`src/rtl/wb_arb_pkg.sv`:
```
// Shared types for the writeback port arbiter: late-queue entry layout and grant encoding.
package wb_arb_pkg;

    localparam int REG_W = 5;
    localparam int XLEN  = 32;

    typedef struct packed {
        logic [REG_W-1:0] rd;
        logic [XLEN-1:0]  data;
    } lq_entry_t;

    typedef enum logic [1:0] {
        GRANT_NONE,
        GRANT_PIPE,
        GRANT_LATE
    } wb_grant_t;

    function automatic logic [XLEN-1:0] rd_onehot(input logic [REG_W-1:0] rd);
        return XLEN'(1) << rd;
    endfunction

endpackage

```
`src/rtl/wb_port_arbiter_if.sv`:
```
// Bus bundle between the core (master) and the writeback port arbiter (slave).
interface wb_port_arbiter_if
    import wb_arb_pkg::*;
#(
    parameter int LQ_DEPTH = 2
);
    localparam int CNT_W = $clog2(LQ_DEPTH) + 1;

    logic             pipe_valid_i;
    logic [REG_W-1:0] pipe_rd_i;
    logic [XLEN-1:0]  pipe_result_i;
    logic             late_valid_i;
    logic             late_ready_o;
    logic [REG_W-1:0] late_rd_i;
    logic [XLEN-1:0]  late_data_i;
    logic             rf_we_o;
    logic [REG_W-1:0] rf_rd_o;
    logic [XLEN-1:0]  rf_wdata_o;
    logic             stall_w_o;
    logic [XLEN-1:0]  pending_mask_o;
    logic [CNT_W-1:0] lq_count_o;

    modport master (
        output pipe_valid_i, pipe_rd_i, pipe_result_i,
        output late_valid_i, late_rd_i, late_data_i,
        input  late_ready_o, rf_we_o, rf_rd_o, rf_wdata_o,
        input  stall_w_o, pending_mask_o, lq_count_o
    );

    modport slave (
        input  pipe_valid_i, pipe_rd_i, pipe_result_i,
        input  late_valid_i, late_rd_i, late_data_i,
        output late_ready_o, rf_we_o, rf_rd_o, rf_wdata_o,
        output stall_w_o, pending_mask_o, lq_count_o
    );

endinterface

```
`src/rtl/wb_late_queue.sv`:
```
// Small FIFO of late-completion results; exposes per-slot valid and rd for hazard masking.
module wb_late_queue
    import wb_arb_pkg::*;
#(
    parameter  int DEPTH = 2,
    localparam int PTR_W = $clog2(DEPTH),
    localparam int CNT_W = PTR_W + 1
) (
    input  logic                        clk,
    input  logic                        rst,
    input  logic                        push,
    input  lq_entry_t                   push_entry,
    input  logic                        pop,
    output lq_entry_t                   head,
    output logic [CNT_W-1:0]            count,
    output logic [DEPTH-1:0]            slot_valid,
    output logic [DEPTH-1:0][REG_W-1:0] slot_rd
);

    lq_entry_t        mem [DEPTH];
    logic [PTR_W-1:0] wr_ptr;
    logic [PTR_W-1:0] rd_ptr;
    logic [DEPTH-1:0] valid_next;

    // Payload storage carries no reset; slot_valid alone decides what is live.
    always_ff @(posedge clk) begin
        if (push) begin
            mem[wr_ptr] <= push_entry;
        end
    end

    always_comb begin
        valid_next = slot_valid;
        if (pop) begin
            valid_next[rd_ptr] = 1'b0;
        end
        if (push) begin
            valid_next[wr_ptr] = 1'b1;
        end
    end

    always_ff @(posedge clk or posedge rst) begin
        if (rst) begin
            wr_ptr     <= '0;
            rd_ptr     <= '0;
            count      <= '0;
            slot_valid <= '0;
        end else begin
            if (push) begin
                wr_ptr <= wr_ptr + PTR_W'(1);
            end
            if (pop) begin
                rd_ptr <= rd_ptr + PTR_W'(1);
            end
            case ({push, pop})
                2'b10:   count <= count + CNT_W'(1);
                2'b01:   count <= count - CNT_W'(1);
                default: count <= count;
            endcase
            slot_valid <= valid_next;
        end
    end

    assign head = mem[rd_ptr];

    always_comb begin
        for (int i = 0; i < DEPTH; i++) begin
            slot_rd[i] = mem[i].rd;
        end
    end

    a_no_push_full: assert property (@(posedge clk) disable iff (rst)
        !(push && count == CNT_W'(DEPTH)));
    a_no_pop_empty: assert property (@(posedge clk) disable iff (rst)
        !(pop && count == '0));

endmodule

```
`src/rtl/wb_port_arbiter.sv`:
```
// Shares the register-file write port between in-order writeback and buffered late completions.
module wb_port_arbiter
    import wb_arb_pkg::*;
#(
    parameter int LQ_DEPTH     = 2,
    parameter int STARVE_LIMIT = 4
) (
    input logic              clk_i,
    input logic              reset_i,
    wb_port_arbiter_if.slave bus
);

    localparam int CNT_W = $clog2(LQ_DEPTH) + 1;
    localparam int SC_W  = $clog2(STARVE_LIMIT + 1);

    lq_entry_t                      head;
    lq_entry_t                      push_entry;
    logic [CNT_W-1:0]               count;
    logic [LQ_DEPTH-1:0]            slot_valid;
    logic [LQ_DEPTH-1:0][REG_W-1:0] slot_rd;
    logic [SC_W-1:0]                starve_cnt;
    logic [XLEN-1:0]                pending_mask;
    logic                           pipe_req;
    logic                           q_nonempty;
    logic                           q_ready;
    logic                           push;
    logic                           pop;
    logic                           stall;
    wb_grant_t                      grant;

    function automatic logic [SC_W-1:0] sat_inc(input logic [SC_W-1:0] v);
        return (v == SC_W'(STARVE_LIMIT)) ? v : v + SC_W'(1);
    endfunction

    // Writes to x0 never need the port, so they are invisible to arbitration.
    assign pipe_req   = bus.pipe_valid_i && (bus.pipe_rd_i != '0);
    assign q_nonempty = (count != '0);
    assign q_ready    = (count < CNT_W'(LQ_DEPTH));
    assign push       = bus.late_valid_i && q_ready && !reset_i && (bus.late_rd_i != '0);
    assign pop        = (grant == GRANT_LATE) && !reset_i;
    assign push_entry = {bus.late_rd_i, bus.late_data_i};

    wb_late_queue #(
        .DEPTH (LQ_DEPTH)
    ) u_queue (
        .clk        (clk_i),
        .rst        (reset_i),
        .push       (push),
        .push_entry (push_entry),
        .pop        (pop),
        .head       (head),
        .count      (count),
        .slot_valid (slot_valid),
        .slot_rd    (slot_rd)
    );

    always_comb begin
        pending_mask = '0;
        for (int i = 0; i < LQ_DEPTH; i++) begin
            if (slot_valid[i]) begin
                pending_mask = pending_mask | rd_onehot(slot_rd[i]);
            end
        end
        pending_mask[0] = 1'b0;
    end

    always_comb begin
        grant = GRANT_NONE;
        stall = 1'b0;
        if (pipe_req && pending_mask[bus.pipe_rd_i]) begin
            grant = GRANT_LATE;
            stall = 1'b1;
        end else if (q_nonempty && (starve_cnt == SC_W'(STARVE_LIMIT))) begin
            grant = GRANT_LATE;
            stall = pipe_req;
        end else if (pipe_req) begin
            grant = GRANT_PIPE;
        end else if (q_nonempty) begin
            grant = GRANT_LATE;
        end
    end

    always_ff @(posedge clk_i or posedge reset_i) begin
        if (reset_i) begin
            starve_cnt <= '0;
        end else if (!q_nonempty || (grant == GRANT_LATE)) begin
            starve_cnt <= '0;
        end else if (grant == GRANT_PIPE) begin
            starve_cnt <= sat_inc(starve_cnt);
        end
    end

    // Combinational outputs are forced low for the whole time reset is held.
    always_comb begin
        bus.rf_we_o      = 1'b0;
        bus.rf_rd_o      = '0;
        bus.rf_wdata_o   = '0;
        bus.stall_w_o    = 1'b0;
        bus.late_ready_o = 1'b0;
        if (!reset_i) begin
            bus.late_ready_o = q_ready;
            bus.stall_w_o    = stall;
            case (grant)
                GRANT_LATE: begin
                    bus.rf_we_o    = 1'b1;
                    bus.rf_rd_o    = head.rd;
                    bus.rf_wdata_o = head.data;
                end
                GRANT_PIPE: begin
                    bus.rf_we_o    = 1'b1;
                    bus.rf_rd_o    = bus.pipe_rd_i;
                    bus.rf_wdata_o = bus.pipe_result_i;
                end
                default: begin
                    bus.rf_we_o = 1'b0;
                end
            endcase
        end
    end

    assign bus.pending_mask_o = pending_mask;
    assign bus.lq_count_o     = count;

endmodule
```
`src/flat_wrapper.sv`:
```
// flat-port wrapper written by rule: the top's interface ports become plain ports
module wb_port_arbiter_flat import wb_arb_pkg::*;
#(
    parameter int LQ_DEPTH     = 2,
    parameter int STARVE_LIMIT = 4
)
  (clk_i, reset_i, bus_pipe_valid_i, bus_pipe_rd_i, bus_pipe_result_i, bus_late_valid_i, bus_late_rd_i, bus_late_data_i, bus_late_ready_o, bus_rf_we_o, bus_rf_rd_o, bus_rf_wdata_o, bus_stall_w_o, bus_pending_mask_o, bus_lq_count_o);
  wb_port_arbiter_if #(.LQ_DEPTH(LQ_DEPTH)) bus_i ();
  input logic clk_i;
  input logic reset_i;
  input wire logic [$bits(bus_i.pipe_valid_i)-1:0] bus_pipe_valid_i;
  input wire logic [$bits(bus_i.pipe_rd_i)-1:0] bus_pipe_rd_i;
  input wire logic [$bits(bus_i.pipe_result_i)-1:0] bus_pipe_result_i;
  input wire logic [$bits(bus_i.late_valid_i)-1:0] bus_late_valid_i;
  input wire logic [$bits(bus_i.late_rd_i)-1:0] bus_late_rd_i;
  input wire logic [$bits(bus_i.late_data_i)-1:0] bus_late_data_i;
  output wire logic [$bits(bus_i.late_ready_o)-1:0] bus_late_ready_o;
  output wire logic [$bits(bus_i.rf_we_o)-1:0] bus_rf_we_o;
  output wire logic [$bits(bus_i.rf_rd_o)-1:0] bus_rf_rd_o;
  output wire logic [$bits(bus_i.rf_wdata_o)-1:0] bus_rf_wdata_o;
  output wire logic [$bits(bus_i.stall_w_o)-1:0] bus_stall_w_o;
  output wire logic [$bits(bus_i.pending_mask_o)-1:0] bus_pending_mask_o;
  output wire logic [$bits(bus_i.lq_count_o)-1:0] bus_lq_count_o;
  assign bus_i.pipe_valid_i = bus_pipe_valid_i;
  assign bus_i.pipe_rd_i = bus_pipe_rd_i;
  assign bus_i.pipe_result_i = bus_pipe_result_i;
  assign bus_i.late_valid_i = bus_late_valid_i;
  assign bus_i.late_rd_i = bus_late_rd_i;
  assign bus_i.late_data_i = bus_late_data_i;
  assign bus_late_ready_o = bus_i.late_ready_o;
  assign bus_rf_we_o = bus_i.rf_we_o;
  assign bus_rf_rd_o = bus_i.rf_rd_o;
  assign bus_rf_wdata_o = bus_i.rf_wdata_o;
  assign bus_stall_w_o = bus_i.stall_w_o;
  assign bus_pending_mask_o = bus_i.pending_mask_o;
  assign bus_lq_count_o = bus_i.lq_count_o;
  wb_port_arbiter #(.LQ_DEPTH(LQ_DEPTH), .STARVE_LIMIT(STARVE_LIMIT)) u_core (.clk_i(clk_i), .reset_i(reset_i), .bus(bus_i));
endmodule
```
`config.mk`:
```
export PLATFORM = sky130hd
export DESIGN_NAME = wb_port_arbiter_flat
export DESIGN_NICKNAME = d
export VERILOG_FILES = /design/src/rtl/wb_arb_pkg.sv /design/src/rtl/wb_port_arbiter_if.sv /design/src/rtl/wb_late_queue.sv /design/src/rtl/wb_port_arbiter.sv /design/src/flat_wrapper.sv
export SDC_FILE = /design/constraint.sdc
export NUM_CORES = 1
export LEC_CHECK = 0
export CORE_MARGIN = 8
export CORE_UTILIZATION = 46
export CTS_CLUSTER_SIZE = 16
export DETAILED_ROUTE_END_ITERATION = 16
export HOLD_SLACK_MARGIN = 0.12
export MAX_ROUTING_LAYER = met4
export PLACE_DENSITY = 0.81
export SYNTH_ARGS = -nofsm -noshare
export SYNTH_HDL_FRONTEND = slang
export SYNTH_SLANG_ARGS = --single-unit
```
`constraint.sdc`:
```
create_clock -name clk_i -period 5.6 [get_ports clk_i]
set_input_delay 1.12 -clock clk_i [delete_from_list [all_inputs] [get_ports clk_i]]
set_output_delay 1.12 -clock clk_i [all_outputs]
set_load 0.1 [all_outputs]
```
# Word level (Yosys, flattened, before mapping)
# Memories as Yosys holds them, arrays and structs flattened.
# Index checks and enable logic that the tools add are counted.
totals:
  reg_bits: 9
  latch_bits: 0
  ramBits: 74
  rom_bits: 0
  in_bits: 78
  memories: 1
classes:
  addsub: 5
  mul: 0
  div: 0
  magnitude_cmp: 6
  n_eq_ne: 6
  shift: 2
  mux: 30
  bitwise_logic: 4
  reduce_logical: 19
mem_list:
  columns: ["memory", "words", "width", "rd", "rd_clocked_by_memory_dff", "write_ports", "line", "source"]
  rows:
  - ["u_core.u_queue.mem", 2, 37, 3, 0, 1, "wb_late_queue.sv:20", "lq_entry_t mem [DEPTH];"]
op_table:
  columns: ["cell", "n"]
  rows:
  - ["two-way mux 32 bit", 3]
  - ["case mux 32 bit (2 select lines)", 1]
  - ["<< shifter 1 x 5 -> 32 bit (first input constant)", 2]
  - ["bitwise OR 32 bit", 1]
  - ["two-way mux 2 bit", 6]
  - ["two-way mux 1 bit", 11]
  - ["case mux 5 bit (2 select lines)", 1]
  - ["nonzero test 5 bit", 2]
  - ["logical AND 1 bit", 9]
  - ["two-way mux 3 bit", 3]
  - ["< comparator 5 x 6 -> 1 bit (second input constant)", 1]
  - ["nonzero test 2 bit", 3]
  - ["binary-select mux 1 bit (select 5 bit)", 1]
  - ["two-way mux 5 bit", 1]
  - ["equality test 2 x 1 -> 1 bit (second input constant)", 2]
  - ["equality test 2 bit (second input constant)", 2]
  - ["< comparator 1 x 2 -> 1 bit (second input constant)", 2]
  - ["case mux 2 bit (2 select lines)", 1]
  - ["adder 3 x 1 -> 3 bit (second input constant)", 1]
  - ["equality test 3 bit (second input constant)", 1]
  - ["adder 1 bit (second input constant)", 2]
  - ["adder 2 x 1 -> 2 bit (second input constant)", 1]
  - ["AND 2 bit", 1]
  - ["demux 1 bit (select 1 bit)", 2]
  - ["10 further kinds", 12]

# Longest topological paths before layout
# Gate-level depths: netlist (run 1).
# An unclocked memory read counts as a cell.
depth:
  ltp_word: 14
  depth_mapped: 16

# Cells and area by module
# A second synthesis (run 1) with hierarchy kept.
unflattened:
  hier_cells: 410
  area_unflattened_um2: 4749.6
by_module_without_submodules:
  columns: ["mod", "n_inst", "cells_each", "area_each_um2", "seq_area_each_um2"]
  rows:
  - ["wb_late_queue", 1, 147, 3011.6, 2372.3]
  - ["wb_port_arbiter", 1, 263, 1737.9, 75.1]

# Worst setup path after synthesis (run 1)
# OpenSTA, ideal clock, no wires.
synth_timing:
  kind: "reg-to-output"
  from: "memory u_core.u_queue.mem[0][34] (netlist bit)"
  to: "output bus_rf_wdata_o[12]"
  t_arrival_ps: 5869
  required_ps: 4480
  path_slack_ps: -1389
  stages_incl_launch_ff: 12
  path_cell_list: "edfxtp_1 or4b_4 o22ai_1 a21oi_1 a2111o_1 a211oi_2 nor3_1 ha_1 or2_2 clkbuf_1 clkbuf_1 nor2_1"
synth_rtl:
  columns: ["element", "line", "source"]
  rows:
  - ["start, declared", "wb_late_queue.sv:20", null]
  - ["end, declared", "flat_wrapper.sv:20", "output wire logic [$bits(bus_i.rf_wdata_o)-1:0] bus_rf_wdata_o;"]

# Worst setup path after layout (run 1)
layout_timing:
  from: "input bus_pipe_rd_i[0]"
  to: "output bus_rf_wdata_o[10]"
layout_between:
  elab_chain_cells: 8
  elab_cells_between_ends: 12
layout_rtl:
  columns: ["element", "line", "source"]
  rows:
  - ["start, declared", "flat_wrapper.sv:12", "input wire logic [$bits(bus_i.pipe_rd_i)-1:0] bus_pipe_rd_i;"]
  - ["parallel branches: the longest is 4 deep, another holds binary-select mux 1 bit (select 5 bit)", null, null]
  - ["two-way mux 2 bit *", "wb_port_arbiter.sv:70", "if (pipe_req && pending_mask[bus.pipe_rd_i]) begin"]
  - ["equality test 2 x 1 -> 1 bit or equality test 2 bit (tied branches)", "wb_port_arbiter.sv:103", "case (grant)"]
  - ["case mux 32 bit (2 select lines) *", "wb_port_arbiter.sv:103", null]
  - ["two-way mux 32 bit *", "wb_port_arbiter.sv:100", "if (!reset_i) begin"]
# Mark *: on every way between the ends. The select of a mux whose other input is x is not followed.

==> run metrics, run 1 <==
outcome=finished, final reports clean; Reg2Reg Depth=14; ant diodes=0; Final Critical Period=between 5 and 6 ns; number of I/O port buffers=150; WP depth=12; post-synth cell types=50; Max-cap violations=0; FF/Latch Area=between 2000 and 2500 sq um; Layout fillers=roughly 660; setup tns final=0 ns; worst r2r dst=u_core.u_queue.count[1]$_DFFE_PP0P_; Sink Count=slightly above 80; Synth Cell Area=around 4500 sq um; Placed Cells=~650; DRC=0; Syn-to-layout area delta=59.8%; Mapped Cells=around 400; routing usage on met3=roughly 6.0%; initial antenna violation count=0; delay-heaviest family, CP=buffers and inverters; Worst Setup Start Kind=input pin; Slew Limit Fails=0; clock skew=between 0.01 and 0.015 ns; RePlAce Congestion=0.915; #FFs+latches synth=83; post-cts resize count=0; # IOs=approximately 150; chip width=about 120 um; Clock power frac=15.4%; first-pass GRT wire length=22.0 mm; Final Core Density=roughly three quarters; H-tree depth=3; Setup crit start=bus_pipe_rd_i[0]; slowest CP cell=clkdlybuf4s50_1; Setup Fix Bufs, Post-CTS=0; post-synthesis sequential area ratio=54.2%; Via Count=3831; Total GRT Usage=between 20% and 30%; Switch Pwr=1.14 mW; Synth async-reset ratio=between 10% and 20%; multi-input logic area=roughly 2400 sq um; worst hold-check path type=flip-flop to flip-flop; largest net degree at the start of global routing=between 40 and 50; Routed WL=approximately 14 mm; reg2reg start=u_core.u_queue.mem[1][35]$_DFFE_PP_; Int Power=between 1 and 1.5 mW; detailed router's first-iteration violation count=between 200 and 300; power share of the combinational group=50.4%; first drt pass iteration count=4; switch share=between 40% and 50%; CP bufs+invs=4; M1 GR Usage=between 20% and 30%; root buffer cell=clkbuf_8; Flop pwr share=between 30% and 40%; ys flop type=edfxtp_1; cell row count=36; CTS max path bufs=2; crit-path most repeated cell=buf_12; hold-fix buffers at CTS=0; max incr delay on CP=about 0.56 ns; final hold vios=0; syn avg cell area=approximately 12 sq um; share of cells above drive strength 1=32.6%; GR peak layer=met2; grt ovf=0; number of synthesized flops with an enable pin=74; core area=roughly 9600 sq um; f_max=185 MHz; Initial Utilization=between 40% and 50%; Worst Tran Pin Value=1.15 ns; Worst R2R Setup Slack=between 1.5 and 2 ns; Antenna Nets Post-Route=0; CTS Buf Count=9; P per Cell Area=359 nW/um^2; RSZ-0062 raised after global routing=no; Ys Warns=0; Leak Pwr=~2.3 nW; die height=between 100 and 150 um; NumNets Final=about 600; Critical Path Sink Type=output port; count of final setup violators=0; worst-path fanout max=23; Post-DP HPWL=around 11 mm; non-filler cells, final=around 670; syn_nets=around 470; critical path arrival=between 4 and 5 ns; routed length per placed instance=21.1 um; Clk pin slew, worst setup/hold paths=0.07 ns; Rel. slew slack=a little under a quarter; die area=between 10000 and 15000 sq um; routed vias/inst=about 5.8; hold_sp=u_core.u_queue.count[1]$_DFFE_PP0P_; Critical Path RT=approximately 4.5 ns; Critical Path Sink=bus_rf_wdata_o[10]; CP Class=input pin to output port; Final Cycle Share=between 90% and 100%; CTS tree=done; clock latency on the worst-skew pair=0.36 ns; Critical Path, Cell by Cell=clkdlybuf4s50_1 > inv_1 > nor2_1 > a21oi_1 > a2111o_1 > a211oi_2 > nor3_1 > ha_1 > or2_4 > buf_12 > nor2_2 > buf_12; Peak supply drop=approximately 0.00025 V; vias in the first global route=~4200; GR Util met2=between 30 and 40%
## how the worst min path moves through the flow
| stage | slack (ns) | to | depth (start not counted) |
|---|---|---|---|
| after detailed placement | 0.51 | u_core.u_queue.count[1]$_DFFE_PP0P_ | 1 |
| after CTS | 0.53 | u_core.u_queue.count[1]$_DFFE_PP0P_ | 1 |
| after global placement | 0.51 | u_core.u_queue.count[1]$_DFFE_PP0P_ | 1 |
| after global routing | 0.56 | u_core.u_queue.count[0]$_DFFE_PP0P_ | 1 |
| final | 0.53 | u_core.u_queue.count[1]$_DFFE_PP0P_ | 1 |
| after floorplan | 0.48 | u_core.u_queue.wr_ptr$_DFFE_PP0P_ | 1 |
## Yosys cell counts (3+ instances only)
library cell  instances  share of area [%]
a21oi_1               6               0.67
a22oi_1              37                6.2
buf_1                 7               0.58
buf_2                 4               0.44
clkbuf_1             22                1.8
dfrtp_1               9                5.0
edfxtp_1             74                 49
ha_1                  5                1.4
inv_1                 7               0.58
mux2_2               37                9.2
mux2i_1               3               0.67
nand2_1               9               0.75
nand2b_1              8                1.1
nand3_1               6               0.67
nand4_1               5               0.69
nand4b_1              6                1.2
nand4bb_1             7                1.7
nor2_1               51                4.2
nor3_1                8               0.89
nor4_1                4               0.55
o22ai_1              30                4.2
xnor2_1               4               0.78
xor2_1                4               0.78
## kinds of logic after synthesis
family / after synthesis / share of synthesized area (%)
xor+xnor: 8 / 1.55
simple gates: 121 / 14.7
other cells: 1 / 0.0831
flops: 83 / 54.2
buf+inv: 41 / 3.60
compound gates: 89 / 14.0
fa+ha+maj: 5 / 1.39
mux: 41 / 10.4
## metrics by stage
| stage | worst slack, ns | total power [mW] | instance area, sq um | hold slack, ns |
|---|---|---|---|---|
| 2_1_floorplan | 0.0327 | 1.79 | 4980 | 0.483 |
| 3_3_place_gp | 0.338 | 2.18 | 7040 | 0.507 |
| 3_5_place_dp | 0.250 | 2.20 | 7040 | 0.513 |
| 4_1_cts | 0.228 | 2.60 | 7210 | 0.528 |
| 5_1_grt | 0.0559 | 2.69 | 7210 | 0.562 |
| 6_report | 0.204 | 2.59 | 7210 | 0.530 |
## placed cells by master, fill, tap and decap left out, types with 3 or more instances in the layout
cell type	instances
nand4b_1	6
nand4_1	5
buf_4	11
nor2_1	12
nand2b_1	8
clkbuf_8	9
xnor2_1	4
dfrtp_1	8
nor2_2	18
mux2i_1	3
ha_1	5
nand3_1	6
nand2_1	9
o22ai_2	12
clkdlybuf4s50_1	111
xor2_1	4
mux2_2	37
a21oi_1	6
nor3_1	8
buf_12	41
inv_1	6
o22ai_4	15
nor2_4	21
o22ai_1	5
nor4_1	4
a22oi_1	37
edfxtp_1	74
nand4bb_1	7
## metal layers
| layer | vias up | wire [um] |
|---|---|---|
| met5 | - | 0 |
| met4 | 0 | 370 |
| met3 | 26 | 1160 |
| met2 | 160 | 7050 |
| met1 | 1862 | 5490 |
| li1 | 1783 | - |
## layout make-up
type                       count  area share, %
inverter                       7          0.416
multi-input combinational    265           33.0
sequential                    83           34.0
timing repair buffer         163           27.9
tap                          133           2.31
clock inverter                 4          0.590
clock buffer                  11           1.82
## power groups by stage
| stage | Sequential [mW] | Clock, mW | Combinational [mW] |
|---|---|---|---|
| final | 0.887 | 0.398 | 1.30 |
| after global routing | 0.902 | 0.424 | 1.36 |
| after CTS | 0.888 | 0.404 | 1.31 |
| after detailed placement | 0.900 | 0 | 1.30 |
| after global placement | 0.892 | 0 | 1.29 |
| after floorplan | 0.873 | 0 | 0.913 |
## registers in the layout, summed over array words and instances, names as in the netlist
register,flops
u_core.u_queue.slot_valid,2
u_core.starve_cnt,3
u_core.u_queue.wr_ptr,1
u_core.u_queue.rd_ptr,1
u_core.u_queue.count,2
u_core.u_queue.mem,74
Note: power is estimated with default switching activity, not from simulation.
==> run 2, diff against run 1 <==
--- a/config.mk
+++ b/config.mk
@@ -9,7 +9,7 @@
 export CORE_UTILIZATION = 46
 export CTS_CLUSTER_SIZE = 16
 export DETAILED_ROUTE_END_ITERATION = 16
-export HOLD_SLACK_MARGIN = 0.12
+export HOLD_SLACK_MARGIN = 0.1
 export MAX_ROUTING_LAYER = met4
 export PLACE_DENSITY = 0.81
 export SYNTH_ARGS = -nofsm -noshare
==> results of run 2 <==
Same layout as run 1: the final DEF is identical, and so are final timing and power.
==> run 3, diff against run 2 <==
--- a/config.mk
+++ b/config.mk
@@ -12,6 +12,7 @@
 export HOLD_SLACK_MARGIN = 0.1
 export MAX_ROUTING_LAYER = met4
 export PLACE_DENSITY = 0.81
+export SLEW_MARGIN = 25
 export SYNTH_ARGS = -nofsm -noshare
 export SYNTH_HDL_FRONTEND = slang
 export SYNTH_SLANG_ARGS = --single-unit
==> run 3 against run 2 <==
Against the previous run: first-iteration DRC count shrank 6.8%; die area unchanged; via count increased by 2.0%; count of clock-buffer cells in the layout fell by 2; final area increased by 0.78%; global-route usage shrank 0.14 points; register-to-register slack worse by 0.10 ns; clock power up 2%; utilization grew 0.58 points; non-clock buffer count is 2 higher; critical path type unchanged; highest routed layer unchanged.
==> run metrics, run 3 (synthesis gave the netlist of run 1 again) <==
Post-Place Worst Slack=0.254 ns (+0.00468 ns); DRC=0 (unchanged); min setup slack post-route=0.209 ns (+0.00443 ns); Post-DP HPWL=11.0 mm (+0.91%); largest net degree at the start of global routing=41 (unchanged); critical path arrival=4.27 ns (about the same); hold-fix buffers at CTS=0 (unchanged); leading cell type in the layout, fill and taps excluded=clkdlybuf4s50_1; Flop pwr share=33.9% (-0.4 points); post-cts resize count=0 (unchanged); worst r2r dst=u_core.u_queue.count[1]$_DFFE_PP0P_; number of I/O port buffers=150 (unchanged); Largest Register=u_core.u_queue.mem; Critical Path Sink Type=output port; Setup Fix Bufs, Post-CTS=0 (unchanged); Switch Pwr=1.15 mW (+1.1%); Syn-to-layout area delta=61.0%; CP Class=input pin to output port; most frequent cells in the layout=111 x clkdlybuf4s50_1, 74 x edfxtp_1, 42 x buf_12; detailed router's first-iteration violation count=259 (-6.8%); clock skew=0.00677 ns (-0.00348 ns); Clk pin slew, worst setup/hold paths=0.07 ns (about the same); Antenna Nets Post-Route=0 (unchanged); Routed WL=14.3 mm (+1.7%); H-tree depth=3 (unchanged); Reg2Reg Depth=14 (unchanged); switch share=44.1% (+0.13 points); initial antenna violation count=0 (unchanged); count of final setup violators=0 (unchanged); Critical Path RT=4.48 ns (about the same); outcome=finished, final reports clean; Clock power frac=15.5% (about the same); Int Power=1.46 mW (+0.57%); Slew Limit Fails=0 (unchanged); die area=13200 sq um (unchanged); first drt pass iteration count=5 (+1); vias in the first global route=4145 (-0.34%); worst-path fanout max=11 (-52%); Total GRT Usage=22.1% (-0.14 points); worst hold-check path type=flip-flop to flip-flop; cell row count=36 (unchanged); chip width=115 um (unchanged); final hold vios=0 (unchanged); Max-cap violations=0 (unchanged); RSZ-0062 raised after global routing=no; Hold Crit Depth=1 (unchanged); GR peak layer=met2; CTS tree=done; Rel. slew slack=31.4% (+8.1 points); GR Util met2=36.2% (-0.47 points); Final Critical Period=5.39 ns (-0.00443 ns); Placed Cells=652 (+0.15%); grt ovf=0 (unchanged); hold_sp=u_core.u_queue.count[0]$_DFFE_PP0P_; core area=9640 sq um (unchanged); routed length per placed instance=21.4 um (+1.2%); die height=115 um (unchanged); Layout fillers=652 (-1.7%); Via Count=3908 (+2.0%); NumNets Final=614 (+0.33%); Initial Utilization=46.8% (unchanged); Worst Hold Endpoint=u_core.u_queue.count[0]$_DFFE_PP0P_; # IOs=152 (unchanged); non-filler cells, final=669 (+0.45%); routed vias/inst=5.84 (+1.6%); reg2reg start=u_core.u_queue.mem[1][35]$_DFFE_PP_; max FFs per register=74 (unchanged); Final Cycle Share=96.3% (about the same); f_max=185 MHz (about the same); P per Cell Area=359 nW/um^2 (about the same); Regs by FF count=u_core.u_queue.mem x74, u_core.starve_cnt x3; power share of the combinational group=50.5% (about the same); root buffer cell=clkbuf_8; clock latency on the worst-skew pair=0.35 ns (about the same); CTS max path bufs=2 (unchanged); RePlAce Congestion=0.915 (unchanged); share of cells above drive strength 1=33.6% (+0.94 points); Worst Tran Pin Value=1.03 ns (-0.123 ns); Worst Setup Start Kind=input pin; routing usage on met3=6.72% (+0.74 points); worst hold slack=0.540 ns (+0.0103 ns); setup tns final=0 ns (unchanged); Worst R2R Setup Slack=1.53 ns (-0.10 ns); ant diodes=0 (unchanged); Peak supply drop=0.000253 V (+2.9%); CTS Buf Count=9 (unchanged); first-pass GRT wire length=21.9 mm (-0.31%); Sink Count=83 (unchanged); Overall Power=2.61 mW (+0.81%); Leak Pwr=2.33 nW (+1.4%); M1 GR Usage=25.1% (+0.074 points)
[run 3: stage by stage]
stage	cell area [sq um]	util, %
2_1_floorplan	4980	-
3_3_place_gp	7040	73.0
3_5_place_dp	7060	73.2
4_1_cts	7240	75.1
5_1_grt	7270	75.4
6_report	7270	75.4
[run 3: power groups by stage]
stage               logic, mW  clock network, mW  registers [mW]
floorplan               0.913                  0           0.873
global placement         1.29                  0           0.892
detailed placement       1.31                  0           0.898
CTS                      1.32              0.413           0.887
global route             1.38              0.434           0.900
finish                   1.32              0.406           0.885
[run 3: worst max-delay path by stage]
stage,to,slack (ns),startpoint,depth (start not counted)
after global placement,bus_rf_wdata_o[10],0.34,bus_pipe_rd_i[2],12
after global routing,bus_rf_wdata_o[10],0.05,bus_pipe_rd_i[0],12
after detailed placement,bus_rf_wdata_o[10],0.25,bus_pipe_rd_i[0],12
after CTS,bus_rf_wdata_o[3],0.24,bus_pipe_rd_i[0],12
after floorplan,bus_rf_wdata_o[12],0.03,u_core.u_queue.mem[0][34]$_DFFE_PP_,12
final,bus_rf_wdata_o[3],0.21,bus_pipe_rd_i[0],12
[run 3: worst max-delay path, cell delays in order]
cell and delay (ns):
clkdlybuf4s50_1 0.57, inv_1 0.23, nor2_1 0.19, a21oi_1 0.08, a2111o_1 0.44, a211oi_2 0.33, nor3_1 0.10, ha_1 0.32
or2_4 0.29, buf_4 0.21, nor2_2 0.18, buf_12 0.19
[run 3: final cells by class]
type / instances / area, sq um / area share, %
Sequential cell: 83 / 2450 / 33.7
Multi-Input combinational cell: 265 / 2380 / 32.7
Timing Repair Buffer: 165 / 2060 / 28.4
Tap cell: 133 / 166 / 2.29
Clock buffer: 9 / 124 / 1.70
Clock inverter: 7 / 58.8 / 0.809
Inverter: 7 / 30.0 / 0.413
[run 3: routing by layer]
| layer | up-vias | wire, um |
|---|---|---|
| met5 | - | 0 |
| met4 | 0 | 359 |
| met3 | 31 | 1030 |
| met2 | 153 | 7130 |
| met1 | 1924 | 5780 |
| li1 | 1800 | - |
